`config.mk`:
```
export PLATFORM = sky130hd
export DESIGN_NAME = alignement_marker_rx
export DESIGN_NICKNAME = d
export VERILOG_FILES = /design/src/rtl/am_pkg.sv /design/src/rtl/am_lane_lock.sv /design/src/rtl/alignement_marker_rx.sv
export SDC_FILE = /design/constraint.sdc
export NUM_CORES = 1
export LEC_CHECK = 0
export BUFFER_PORTS_ARGS = -buffer_cell sky130_fd_sc_hd__buf_2
export CAP_MARGIN = 10
export CORE_AREA = 4 4 206 208
export CTS_BUF_LIST = sky130_fd_sc_hd__clkbuf_4
export DETAILED_ROUTE_END_ITERATION = 8
export DIE_AREA = 0 0 210 212
export PLACE_DENSITY = 0.57
export SLEW_MARGIN = 10
export SYNTH_ARGS = -nofsm -noshare
export SYNTH_HDL_FRONTEND = slang
export SYNTH_SLANG_ARGS = --single-unit
```
`constraint.sdc`:
```
create_clock -name clk -period 22.3 [get_ports clk]
set_input_delay 2.23 -clock clk [delete_from_list [all_inputs] [get_ports clk]]
set_output_delay 2.23 -clock clk [all_outputs]
set_load 0.1 [all_outputs]
```
`src/rtl/am_pkg.sv`:
```
// Alignment-marker constants, lock FSM states and BIP3 helper shared by the rx and tx sides.
package am_pkg;
  localparam int AM_PERIOD = 16384;
  localparam int CNT_W = 14;
  localparam logic [1:0] CTRL_HDR = 2'b10;

  // {M2,M1,M0} per lane with lane 0 in the low slot; M4..M6 carry the inverses.
  localparam logic [3:0][23:0] AM_M012 = {24'h3D79A2, 24'h9B65C5, 24'hE6C4F0, 24'h477690};

  typedef enum logic [1:0] {ST_FIND, ST_COUNT, ST_COMP, ST_LOCKED} am_state_t;

  // Payload bit k lands in parity bit (k+2) mod 8; sync header bits feed parity bits 3 and 4.
  function automatic logic [7:0] bip3(input logic [1:0] head, input logic [63:0] data);
    logic [7:0] x;
    x = '0;
    for (int i = 0; i < 8; i++) x = x ^ data[i*8 +: 8];
    return {x[5:0], x[7:6]} ^ {3'b000, head, 3'b000};
  endfunction
endpackage

```
`src/rtl/am_lane_lock.sv`:
```
// Per-lane alignment-marker lock FSM with block counter and mismatch count.
// With BIP_CHECK_EN defined, also accumulates BIP3 and flags parity errors at each marker.
module am_lane_lock #(
  parameter int HEAD_W    = 2,
  parameter int DATA_W    = 64,
  parameter int AM_PERIOD = am_pkg::AM_PERIOD,
  parameter int LANE_ID   = 0
) (
  input  logic              clk,
  input  logic              reset,
  input  logic [HEAD_W-1:0] head,
  input  logic [DATA_W-1:0] data,
  output logic              am_lock,
  output logic              at_marker
`ifdef BIP_CHECK_EN
  ,
  output logic              bip_err
`endif
);
  import am_pkg::*;

  localparam logic [CNT_W-1:0] CNT_LAST = CNT_W'(AM_PERIOD - 1);
  localparam logic [CNT_W-1:0] CNT_END  = CNT_W'(AM_PERIOD - 2);
  localparam logic [23:0]      M012     = AM_M012[LANE_ID];

  am_state_t        state, state_nxt;
  logic [CNT_W-1:0] cnt, cnt_nxt;
  logic [1:0]       miss, miss_nxt;
  logic             match;

  assign match     = (head == CTRL_HDR) && (data[23:0] == M012) && (data[55:32] == ~M012);
  assign am_lock   = (state == ST_LOCKED);
  assign at_marker = (state == ST_LOCKED) && (cnt == CNT_LAST);

  always_ff @(posedge clk or posedge reset) begin
    if (reset) begin
      state <= ST_FIND;
      cnt   <= '0;
      miss  <= '0;
    end else begin
      state <= state_nxt;
      cnt   <= cnt_nxt;
      miss  <= miss_nxt;
    end
  end

  always_comb begin
    state_nxt = state;
    cnt_nxt   = cnt;
    miss_nxt  = miss;
    unique case (state)
      ST_FIND: begin
        if (match) begin
          state_nxt = ST_COUNT;
          cnt_nxt   = '0;
        end
      end
      // The block after CNT_END is the one where the second marker must appear.
      ST_COUNT: begin
        cnt_nxt = cnt + 1'b1;
        if (cnt == CNT_END) state_nxt = ST_COMP;
      end
      ST_COMP: begin
        if (match) begin
          state_nxt = ST_LOCKED;
          cnt_nxt   = '0;
          miss_nxt  = '0;
        end else begin
          state_nxt = ST_FIND;
        end
      end
      ST_LOCKED: begin
        cnt_nxt = at_marker ? '0 : cnt + 1'b1;
        if (at_marker) begin
          if (match) begin
            miss_nxt = '0;
          end else if (miss == 2'd3) begin
            state_nxt = ST_FIND;
            miss_nxt  = '0;
          end else begin
            miss_nxt = miss + 1'b1;
          end
        end
      end
      default: state_nxt = ST_FIND;
    endcase
  end

`ifdef BIP_CHECK_EN
  logic [7:0] acc;
  logic       restart;

  // Parity restarts on whichever block the FSM treats as a marker.
  assign restart = ((state == ST_FIND || state == ST_COMP) && match) || at_marker;

  always_ff @(posedge clk or posedge reset) begin
    if (reset) begin
      acc     <= '0;
      bip_err <= 1'b0;
    end else begin
      bip_err <= at_marker && (acc != data[31:24]);
      acc     <= restart ? bip3(head, data) : (acc ^ bip3(head, data));
    end
  end
`else
  logic unused_bytes;
  assign unused_bytes = ^{data[63:56], data[31:24]};
`endif
endmodule

```
`src/rtl/alignement_marker_rx.sv`:
```
// Multi-lane alignment-marker receiver: 1-cycle data pass-through, per-lane lock, marker flag.
// Optional BIP3 checking via BIP_CHECK_EN adds bip_err_o.
module alignement_marker_rx #(
  parameter int LANE_N    = 4,
  parameter int HEAD_W    = 2,
  parameter int DATA_W    = 64,
  parameter int AM_PERIOD = am_pkg::AM_PERIOD
) (
  input  logic                     clk,
  input  logic                     reset,
  input  logic [LANE_N*HEAD_W-1:0] head_i,
  input  logic [LANE_N*DATA_W-1:0] data_i,
  output logic [LANE_N*HEAD_W-1:0] head_o,
  output logic [LANE_N*DATA_W-1:0] data_o,
  output logic                     marker_v_o,
  output logic [LANE_N-1:0]        am_lock_o,
  output logic                     all_lock_o
`ifdef BIP_CHECK_EN
  ,
  output logic [LANE_N-1:0]        bip_err_o
`endif
);
  logic [LANE_N-1:0] at_marker;
  logic              marker_q;
  logic              unused_at_marker;

  for (genvar n = 0; n < LANE_N; n++) begin : g_lane
    am_lane_lock #(
      .HEAD_W    (HEAD_W),
      .DATA_W    (DATA_W),
      .AM_PERIOD (AM_PERIOD),
      .LANE_ID   (n)
    ) u_lane (
      .clk       (clk),
      .reset     (reset),
      .head      (head_i[n*HEAD_W +: HEAD_W]),
      .data      (data_i[n*DATA_W +: DATA_W]),
      .am_lock   (am_lock_o[n]),
      .at_marker (at_marker[n])
`ifdef BIP_CHECK_EN
      ,
      .bip_err   (bip_err_o[n])
`endif
    );
  end

  assign all_lock_o       = &am_lock_o;
  assign unused_at_marker = ^at_marker[LANE_N-1:1];

  always_ff @(posedge clk or posedge reset) begin
    if (reset) begin
      head_o   <= '0;
      data_o   <= '0;
      marker_q <= 1'b0;
    end else begin
      head_o   <= head_i;
      data_o   <= data_i;
      marker_q <= all_lock_o & at_marker[0];
    end
  end

  // Masking with the live lock keeps the flag low on the block where lock is lost.
  assign marker_v_o = marker_q & all_lock_o;
endmodule

```
==> flow_summary.json, run 1 <==
{
  "startpoint": "g_lane[3].u_lane.state[0]$_DFFE_PP0P_",
  "fmax_mhz": 202,
  "clk_path_buf_depth": 3,
  "pre_cts_ws_ps": 17250,
  "drt-total-wl_um": 38300,
  "grt_antenna_before_repair": 1,
  "r2r-end": "g_lane[0].u_lane.cnt[10]$_DFFE_PP0P_",
  "clkTransAtPathRegs_ps": 70,
  "nets": 1688,
  "gp_congestion": 0.915,
  "synth_edf_count": 0,
  "critical_path.max_fanout": 9,
  "ys.flop_type": "dfrtp_1",
  "grt_usage_pct": 16.6,
  "clock_skew_ps": 27.8,
  "area_delta_synth_final_pct": 38.4,
  "clockRootBuffer": "clkbuf_4",
  "vias": 9042,
  "crit_arrival_ps": 2730,
  "worst_slack_ps": 17340,
  "worstMarginPinSlew_ps": 1010,
  "rsz0062_at_grt": "false",
  "num_io_pins": 536,
  "hold_viol_final": 0,
  "yosysMostFrequentCell": "dfrtp_1",
  "wl_per_cell_um": 19.2,
  "slew_headroom_pct": 32.5,
  "final_util_pct": 38.7,
  "setup_tns_ps": 0,
  "holdPathEnd": "g_lane[2].u_lane.miss[1]$_DFFE_PP0P_",
  "grt_max_degree": 126,
  "min_from": "g_lane[2].u_lane.miss[1]$_DFFE_PP0P_",
  "synthCells": 796,
  "yosysSeqAreaShare_pct": 74.3,
  "fin_crit_sh_pct": 22.2,
  "syn_area_um2": 11300,
  "start_util_pct": 28.0,
  "die_area_um2": 44500,
  "insertion_delay_ps": 770,
  "whs_path_depth": 1,
  "cts_tree": "yes",
  "hold_path.class": "reg2reg",
  "synth_area_leaders": "dfrtp_1 (74%), nand2_1 (1.8%), o21ai_0 (1.7%)",
  "power_density_nw_per_um2": 90.1,
  "h-tree-depth": 3,
  "worstPathRequired_ps": 20070,
  "synth_seq_cells": 337,
  "core_um2": 40600,
  "avgSynthCellArea_um2": 14.3,
  "grt_pass1_vias": 9483,
  "synth_common_cells": "dfrtp_1 (337), nand2_1 (55), o21ai_0 (38)",
  "final-max-slew-violation-count": 0,
  "via_per_inst": 4.52,
  "fin_crit_ps": 4960,
  "drc_errors": 0,
  "synthesis.nets": 1074,
  "fp.dieW_um": 210,
  "grt_overflow": 0,
  "numPortBuffers": 535,
  "hold_slack_ps": 501,
  "dr.first_iter.drc_count": 554,
  "ys_warn_count": 0,
  "holdBufCountCts": 0,
  "cts_resized": 0,
  "ff2ff_setup_slack_ps": 19860,
  "grt_pass1_wl_um": 56600,
  "cap_violations": 0,
  "numCtsBuffers": 87,
  "antenna_left": 0,
  "rr_worst_depth": 6,
  "clock-sinks": 337,
  "r2r-start": "g_lane[0].u_lane.cnt[0]$_DFFE_PP0P_",
  "core.rowCount": 74,
  "yosysUniqueCellTypes": 56,
  "dp_hpwl_um": 29800,
  "drive_above_1_share_pct": 46.4,
  "drt-pass1-iter-count": 4,
  "start_kind": "flip-flop",
  "ir_drop_v": 0.0000411,
  "async_flop_share_pct": 100,
  "crit_type": "reg2out",
  "status": "completed",
  "setup_violations": 0,
  "yosysTopAreaCell": "dfrtp_1",
  "p_leak_nw": 7.70,
  "cp-end-kind": "output port",
  "dieHeight_um": 212,
  "post_cts_buffers": 0,
  "synth.top_cell.area_share_pct": 74.3
}
-- area by class of cell --
class / count / area [µm²]
antenna: 1 / 2.50
clock buffer: 122 / 916
clock inverter: 23 / 128
fill: 4030 / 24800
inverter: 22 / 90.1
multi-input combinational: 421 / 2750
sequential: 337 / 8430
tap: 532 / 666
timing repair buffer: 541 / 2720
-- state kept, by name (all words and copies together) (netlist names) --
register / count
marker_q: 1
g_lane.u_lane.miss: 8
g_lane.u_lane.state: 8
g_lane.u_lane.cnt: 56
data_o: 256
head_o: 8
-- cells by family after synthesis --
logic type	after synthesis	synth area share, %
compound gates	141	7.87
xor+xnor	7	0.540
fa+ha+maj	12	1.32
buf+inv	38	1.46
flops	337	74.3
mux	4	0.364
simple gates	257	14.1
-- through the flow --
stage / power [W] / area (µm²) / cells
floorplan: 0.000848 / 11300 / 796
global placement: 0.000916 / 14700 / 1853
detailed placement: 0.000917 / 14700 / 1853
CTS: 0.00144 / 15700 / 1998
global route: 0.00148 / 15700 / 1999
finish: 0.00142 / 15700 / 1999
-- power breakdown --
group	leakage, nW	switching (W)	internal (W)	total (W)
Combinational	3.19	0.000225	0.0000359	0.000261
Sequential	3.90	0.00000707	0.000635	0.000642
Clock	0.613	0.000249	0.000262	0.000511
-- placed cells by master (no fill, tap or decap), types with 9 or more instances in the layout --
cell and count:
nand2_1 55, buf_2 535, or4_1 11, o21ai_0 38, dfrtp_1 337, nor2_1 26
and2_1 10, nand4_1 23, clkinv_1 18, nor4_1 11, clkbuf_4 122, ha_1 12
nor3_1 9, o31ai_1 10, nor4bb_1 18, inv_1 19, a21oi_1 32, nand3_1 28
-- how the worst max path moves through the flow --
stage | end | cells after the start
after floorplan | data_o[0]$_DFF_PP0_ | 1
after global placement | g_lane[2].u_lane.cnt[10]$_DFFE_PP0P_ | 6
after detailed placement | g_lane[2].u_lane.cnt[10]$_DFFE_PP0P_ | 6
after CTS | marker_v_o | 5
after global routing | marker_v_o | 5
final | marker_v_o | 5
-- critical path: stages, from the launching register on --
cell	delay, ps
dfrtp_1	510
inv_1	210
nor2_1	360
and4_1	300
and2_1	130
buf_2	430
-- metal layers --
| metal | GRT usage [%] | vias up | share of wire, % |
|---|---|---|---|
| li1 | - | 4178 | - |
| met1 | 21.2 | 4424 | 40 |
| met2 | 27.0 | 390 | 49 |
| met3 | 4.62 | 50 | 8.7 |
| met4 | 6.64 | 0 | 2.4 |
| met5 | 0 | - | 0 |
Power figures use the tool's default switching activity.
==> inputs of run 2 (changes only) <==
Settings changed: PLACE_DENSITY 0.57 to 0.59.
Clock period 22.3 ns to 3.99 ns, I/O delays scaled along.
==> run 2 against run 1 <==
  * Via count rose by 14%
  * Non-clock buffer count rose by 271
  * Final cell count rose by 15%
  * Design area increased by 18%
  * Critical endpoint unchanged
  * First-iteration DRC count grew 3.1%
  * Largest cell class unchanged
  * Utilization grew 7.0 points
  * Count of clock-buffer cells in the layout grew 9
  * Setup slack lost 16000 ps
==> flow_summary.json, run 2 (synthesis gave the netlist of run 1 again) <==
{
  "status": "completed",
  "cp_cell_sequence": "inv_1, nor2_1, and4_1, and2_1, buf_2",
  "dieHeight_um": 212,
  "clockRootBuffer": "clkbuf_4",
  "fin_crit_sh_pct": 78.4,
  "clock-sinks": 337,
  "cp-end-kind": "output port",
  "largest_reg_flops": 256,
  "rsz0062_at_grt": "false",
  "drt-pass1-iter-count": 5,
  "dp_cells": 1858,
  "p_clk_share_pct": 36.6,
  "vias": 10300,
  "cts_tree": "yes",
  "hold_slack_ps": 217,
  "clock_skew_ps": 35.8,
  "via_per_inst": 4.50,
  "crit_type": "reg2out",
  "reg.largest.list": "data_o: 256 flops, g_lane.u_lane.cnt: 56 flops",
  "grt_usage_pct": 18.7,
  "clkTransAtPathRegs_ps": 60,
  "pre_cts_ws_ps": 1230,
  "drive_above_1_share_pct": 39.9,
  "setup_violations": 0,
  "area_delta_synth_final_pct": 63.5,
  "crit_arrival_ps": 2730,
  "power.internal_w": 0.00551,
  "slew_headroom_pct": 39.0,
  "numCtsBuffers": 90,
  "ir_drop_v": 0.000262,
  "p_leak_nw": 8.90,
  "switchingPower_w": 0.00283,
  "fin_area_um2": 18600,
  "fin_cells": 2289,
  "insertion_delay_ps": 810,
  "antenna_left": 0,
  "worstMarginPinSlew_ps": 912,
  "critPathBufInv": 2,
  "dp_hpwl_um": 29600,
  "core_um2": 40600,
  "final-max-slew-violation-count": 0,
  "pwr-share-seq_pct": 43.1,
  "core.rowCount": 74,
  "worst_slack_ps": 860,
  "fin_crit_ps": 3130,
  "grt_pass1_wl_um": 64300,
  "final_common_cell": "buf_2",
  "combPwrFrac_pct": 20.4,
  "num_io_pins": 536,
  "drc_errors": 0,
  "clk_path_buf_depth": 3,
  "fp.dieW_um": 210,
  "die_area_um2": 44500,
  "power_density_nw_per_um2": 449,
  "critical_path.max_fanout": 9,
  "grt_pass1_vias": 11300,
  "top_register": "data_o",
  "hold_viol_final": 0,
  "cp_slowest_cell": "dfrtp_1",
  "n_fill_cell": 3606,
  "final_cell_mix": "buf_2 (535), dfrtp_1 (337), dlygate4sd3_1 (265), clkbuf_4 (131), nand2_1 (55)",
  "numPortBuffers": 535,
  "fmax_mhz": 320,
  "critPathMaxStageDelay_ps": 500,
  "drt-total-wl_um": 42600,
  "start_util_pct": 28.0,
  "wl_per_cell_um": 18.6,
  "grt_max_degree": 101,
  "gp_congestion": 0.890,
  "hold_path.class": "in2reg",
  "grt_antenna_before_repair": 6,
  "post_cts_buffers": 0,
  "crit_family": "simple AND/OR/NAND/NOR gates",
  "nets": 1962,
  "dr.first_iter.drc_count": 571,
  "swShare_pct": 34.0,
  "start_kind": "flip-flop",
  "h-tree-depth": 3,
  "cap_violations": 0,
  "grt_overflow": 0,
  "worstPathRequired_ps": 3590,
  "placed_cell_area_um2": 14700
}
run 2: changes by cell type in the layout (fill, tap and decap cells not counted), sizes merged:
cell | before | now
clkbuf | 122 | 131
inv | 20 | 21
clkinv | 21 | 23
buf | 541 | 547
dlygate4sd3 | 0 | 265
clkinvlp | 3 | 5
diode | 1 | 6
run 2: final timing paths:
path                                                        from                                    to  slack, ps  cells past startpoint
min                                                  data_i[156]                 data_o[156]$_DFF_PP0_        220                      2
min in group asynchronous                                  reset                  data_o[37]$_DFF_PP0_        350                      3
max reg2reg                  g_lane[0].u_lane.cnt[0]$_DFFE_PP0P_  g_lane[0].u_lane.cnt[10]$_DFFE_PP0P_       1630                      6
max in group asynchronous                                  reset                 data_o[249]$_DFF_PP0_       2610                      4
min reg2reg                 g_lane[2].u_lane.miss[1]$_DFFE_PP0P_  g_lane[2].u_lane.miss[1]$_DFFE_PP0P_        510                      1
max                        g_lane[3].u_lane.state[0]$_DFFE_PP0P_                            marker_v_o        860                      5
run 2: worst register-to-register path, stage by stage, from the launching register on:
cell     delay, ps
dfrtp_1        430
ha_1           210
nand3_1        230
nor4_2         540
a21oi_1        370
a21o_1         240
a22o_1         220
run 2: final cells by class:
cell class	count	area, µm²	share of cell area (%)
tap	532	666	3.59
multi-input combinational	421	2750	14.8
clock inverter	28	160	0.863
clock buffer	131	983	5.30
inverter	22	86.3	0.465
timing repair buffer	812	5460	29.4
sequential	337	8430	45.5
antenna	6	15.0	0.0809
run 2: what timing repair did:
item / in CTS / in global routing
hold buffers: 265 / 0
endpoints found under the hold margin: 292 / 0
gates resized for setup: 0 / 0
endpoints found under the setup margin: 0 / 0
run 2: power groups by stage:
stage / sequential (W) / clock (W) / combinational, W
after floorplan: 0.00467 / 0 / 0.0000698
after global placement: 0.00365 / 0 / 0.00148
after detailed placement: 0.00365 / 0 / 0.00148
after CTS: 0.00359 / 0.00315 / 0.00170
after global routing: 0.00360 / 0.00336 / 0.00175
final: 0.00359 / 0.00305 / 0.00170
run 2: per-stage QoR:
stage | util [%] | power [W] | setup TNS [ps]
detailed placement | 36.3 | 0.00513 | 0
finish | 45.7 | 0.00834 | 0
CTS | 45.7 | 0.00844 | 0
global placement | 36.3 | 0.00512 | 0
floorplan | - | 0.00474 | -307880
global route | 45.7 | 0.00871 | 0
run 2: metal layers:
metal	global-route usage [%]	share of wire [%]	vias to the layer above
met5	0	0.049	-
met2	32.0	51	439
met1	21.6	39	5021
met3	5.43	6.8	101
met4	9.32	3.5	4
li1	-	-	4742
==> inputs of run 3 (changes only) <==
Settings changed: ABC_AREA set to 1, CORE_AREA 4 4 206 208 to not set, CORE_MARGIN set to 4, CORE_UTILIZATION set to 30, DIE_AREA 0 0 210 212 to not set.
Clock period 3.99 ns to 3.1 ns, I/O delays scaled along.
==> run 3 against run 2 <==
  * Global-route usage increased by 2.3 points
  * Clock skew down 10 ps
  * Non-clock buffer count fell by 7
  * Design area grew 3.7%
  * Combinational power rose by 31%
  * Count of clock-buffer cells in the layout fell by 2
  * Final cell count increased by 13%
  * Setup slack got worse by 480 ps
  * Clock power is 27% higher
  * Utilization rose by 2.6 points
  * Via count rose by 11%
  * Hold slack worse by 2.9 ps
==> flow_summary.json, run 3 <==
{
  "synth.top_cell.area_share_pct": 69.6,
  "rsz0062_at_grt": "false",
  "start_util_pct": 30.4,
  "drc_errors": 0,
  "worst_slack_ps": 385,
  "grt_pass1_vias": 12200,
  "setup_tns_ps": 0,
  "synth_seq_cells": 337,
  "synth_common_cells": "dfrtp_1 (337), nand2_1 (220), inv_1 (129)",
  "pre_cts_ws_ps": 1090,
  "fmax_mhz": 368,
  "core_um2": 39800,
  "clock-sinks": 337,
  "grt_pass1_wl_um": 70800,
  "start_kind": "flip-flop",
  "clk_path_buf_depth": 3,
  "crit_arrival_ps": 2410,
  "numPortBuffers": 535,
  "combPwrFrac_pct": 20.7,
  "cap_violations": 0,
  "area_delta_synth_final_pct": 58.8,
  "fin_crit_ps": 2720,
  "dp_cells": 2157,
  "core.rowCount": 73,
  "ff2ff_setup_slack_ps": 1130,
  "avgSynthCellArea_um2": 11.0,
  "async_flop_share_pct": 100,
  "grt_overflow": 0,
  "dieHeight_um": 209,
  "via_per_inst": 4.43,
  "cts_resized": 0,
  "yosysUniqueCellTypes": 39,
  "fin_crit_sh_pct": 87.6,
  "power_density_nw_per_um2": 556,
  "worstMarginPinSlew_ps": 747,
  "h-tree-depth": 3,
  "pwr-share-seq_pct": 43.2,
  "ir_drop_v": 0.000310,
  "dr.first_iter.drc_count": 646,
  "final-max-slew-violation-count": 0,
  "final_common_cell": "buf_2",
  "grt_antenna_before_repair": 7,
  "ys.flop_type": "dfrtp_1",
  "insertion_delay_ps": 730,
  "drt-total-wl_um": 47300,
  "synth_area_leaders": "dfrtp_1 (70%), nand2_1 (6.8%), inv_1 (4.0%)",
  "antenna_left": 0,
  "slew_headroom_pct": 50.2,
  "num_io_pins": 536,
  "grt_usage_pct": 21.0,
  "fin_cells": 2579,
  "yosysTopAreaCell": "dfrtp_1",
  "syn_area_um2": 12100,
  "final_cell_mix": "buf_2 (535), dfrtp_1 (337), dlygate4sd3_1 (266), nand2_1 (220), clkbuf_4 (129)",
  "hold_viol_final": 0,
  "largest_reg_flops": 256,
  "holdBufCountCts": 266,
  "cp-end-kind": "output port",
  "top_register": "data_o",
  "gp_congestion": 0.939,
  "p_leak_nw": 9.67,
  "hold_path.class": "in2reg",
  "reg.largest.list": "data_o: 256 flops, g_lane.u_lane.cnt: 56 flops",
  "worstPathRequired_ps": 2790,
  "crit_type": "reg2out",
  "setup_violations": 0,
  "status": "completed",
  "power.internal_w": 0.00704,
  "ys_warn_count": 0,
  "p_clk_share_pct": 36.0,
  "numCtsBuffers": 92,
  "post_cts_buffers": 0,
  "drive_above_1_share_pct": 35.1,
  "synth_edf_count": 0,
  "drt-pass1-iter-count": 5,
  "clock_skew_ps": 25.8,
  "swShare_pct": 34.2,
  "die_area_um2": 43700,
  "yosysSeqAreaShare_pct": 69.6,
  "switchingPower_w": 0.00366,
  "clockRootBuffer": "clkbuf_4",
  "vias": 11400,
  "nets": 2270,
  "clkTransAtPathRegs_ps": 60,
  "dp_hpwl_um": 34200,
  "critical_path.max_fanout": 9,
  "yosysMostFrequentCell": "dfrtp_1",
  "cts_tree": "yes",
  "wl_per_cell_um": 18.3,
  "synthesis.nets": 1379,
  "grt_max_degree": 131,
  "synthCells": 1101,
  "fp.dieW_um": 209
}
-- run 3: changes by cell type in the layout (fill, tap and decap cells not counted), sizes merged, moves of 15 or more --
cell / change
nand3: +19
inv: +118
nand2: +174
a21oi: -18
nor2: +107
nor4bb: -18
nor3: +15
xor2: +30
o211ai: +20
-- run 3: path summary, 6_finish.rpt --
check,start,cells past startpoint,to
setup / recovery,g_lane[0].u_lane.state[0]$_DFFE_PP0P_,5,marker_v_o
hold / removal,data_i[219],2,data_o[219]$_DFF_PP0_
setup reg to reg,g_lane[3].u_lane.cnt[0]$_DFFE_PP0P_,8,g_lane[3].u_lane.cnt[9]$_DFFE_PP0P_
hold reg to reg,g_lane[2].u_lane.miss[1]$_DFFE_PP0P_,2,g_lane[2].u_lane.miss[1]$_DFFE_PP0P_
max in group asynchronous,reset,5,data_o[103]$_DFF_PP0_
min in group asynchronous,reset,4,data_o[88]$_DFF_PP0_
-- run 3: metal layers --
metal | share of wire (%) | global-route usage (%) | routed length [µm]
met5 | 0.087 | 0 | 41
met4 | 4.1 | 8.87 | 1940
met3 | 7.0 | 6.44 | 3320
met2 | 48 | 34.6 | 22800
met1 | 40 | 25.6 | 19100
-- run 3: per-stage QoR --
stage,hold WS (ps),total power [W],utilization [%],area (µm²)
5_1_grt,113,0.0112,48.3,19200
6_report,214,0.0107,48.3,19200
3_3_place_gp,235,0.00663,38.8,15500
2_1_floorplan,341,0.00612,-,12100
3_5_place_dp,237,0.00664,38.8,15500
4_1_cts,90.4,0.0108,48.3,19200
-- run 3: layout make-up --
| class | count | area [µm²] |
|---|---|---|
| flip-flops and latches | 337 | 8430 |
| diodes | 4 | 10.0 |
| multi-input cells | 615 | 3110 |
| fillers | 3672 | 20600 |
| clock inverters | 23 | 133 |
| well taps | 525 | 657 |
| inverters | 141 | 533 |
| repair buffers | 805 | 5400 |
| clock buffers | 129 | 968 |
-- run 3: cell families (layout without fill, tap and decap cells) --
family	count (synthesis)	count (layout)	share of synthesized area, %
adders and majority gates	12	12	1.24
and+or+nand+nor	478	478	17.3
other	0	4	0
DFF	337	337	69.6
buffers and inverters	149	1098	4.83
xor gates and xnor gates	34	34	2.46
AOI/OAI and AO/OA	91	91	4.60
-- run 3: power by group through the flow --
stage / Sequential [W] / Clock (W) / Combinational, W
finish: 0.00463 / 0.00386 / 0.00222
global route: 0.00464 / 0.00425 / 0.00229
CTS: 0.00462 / 0.00399 / 0.00222
detailed placement: 0.00470 / 0 / 0.00194
global placement: 0.00470 / 0 / 0.00193
floorplan: 0.00601 / 0 / 0.000106
-- run 3: worst max-delay path: stages (launching register included) --
cell and delay, ps:
dfrtp_1 490, nand2_1 220, nor4_4 330, inv_1 100
nor2_2 80, buf_2 450
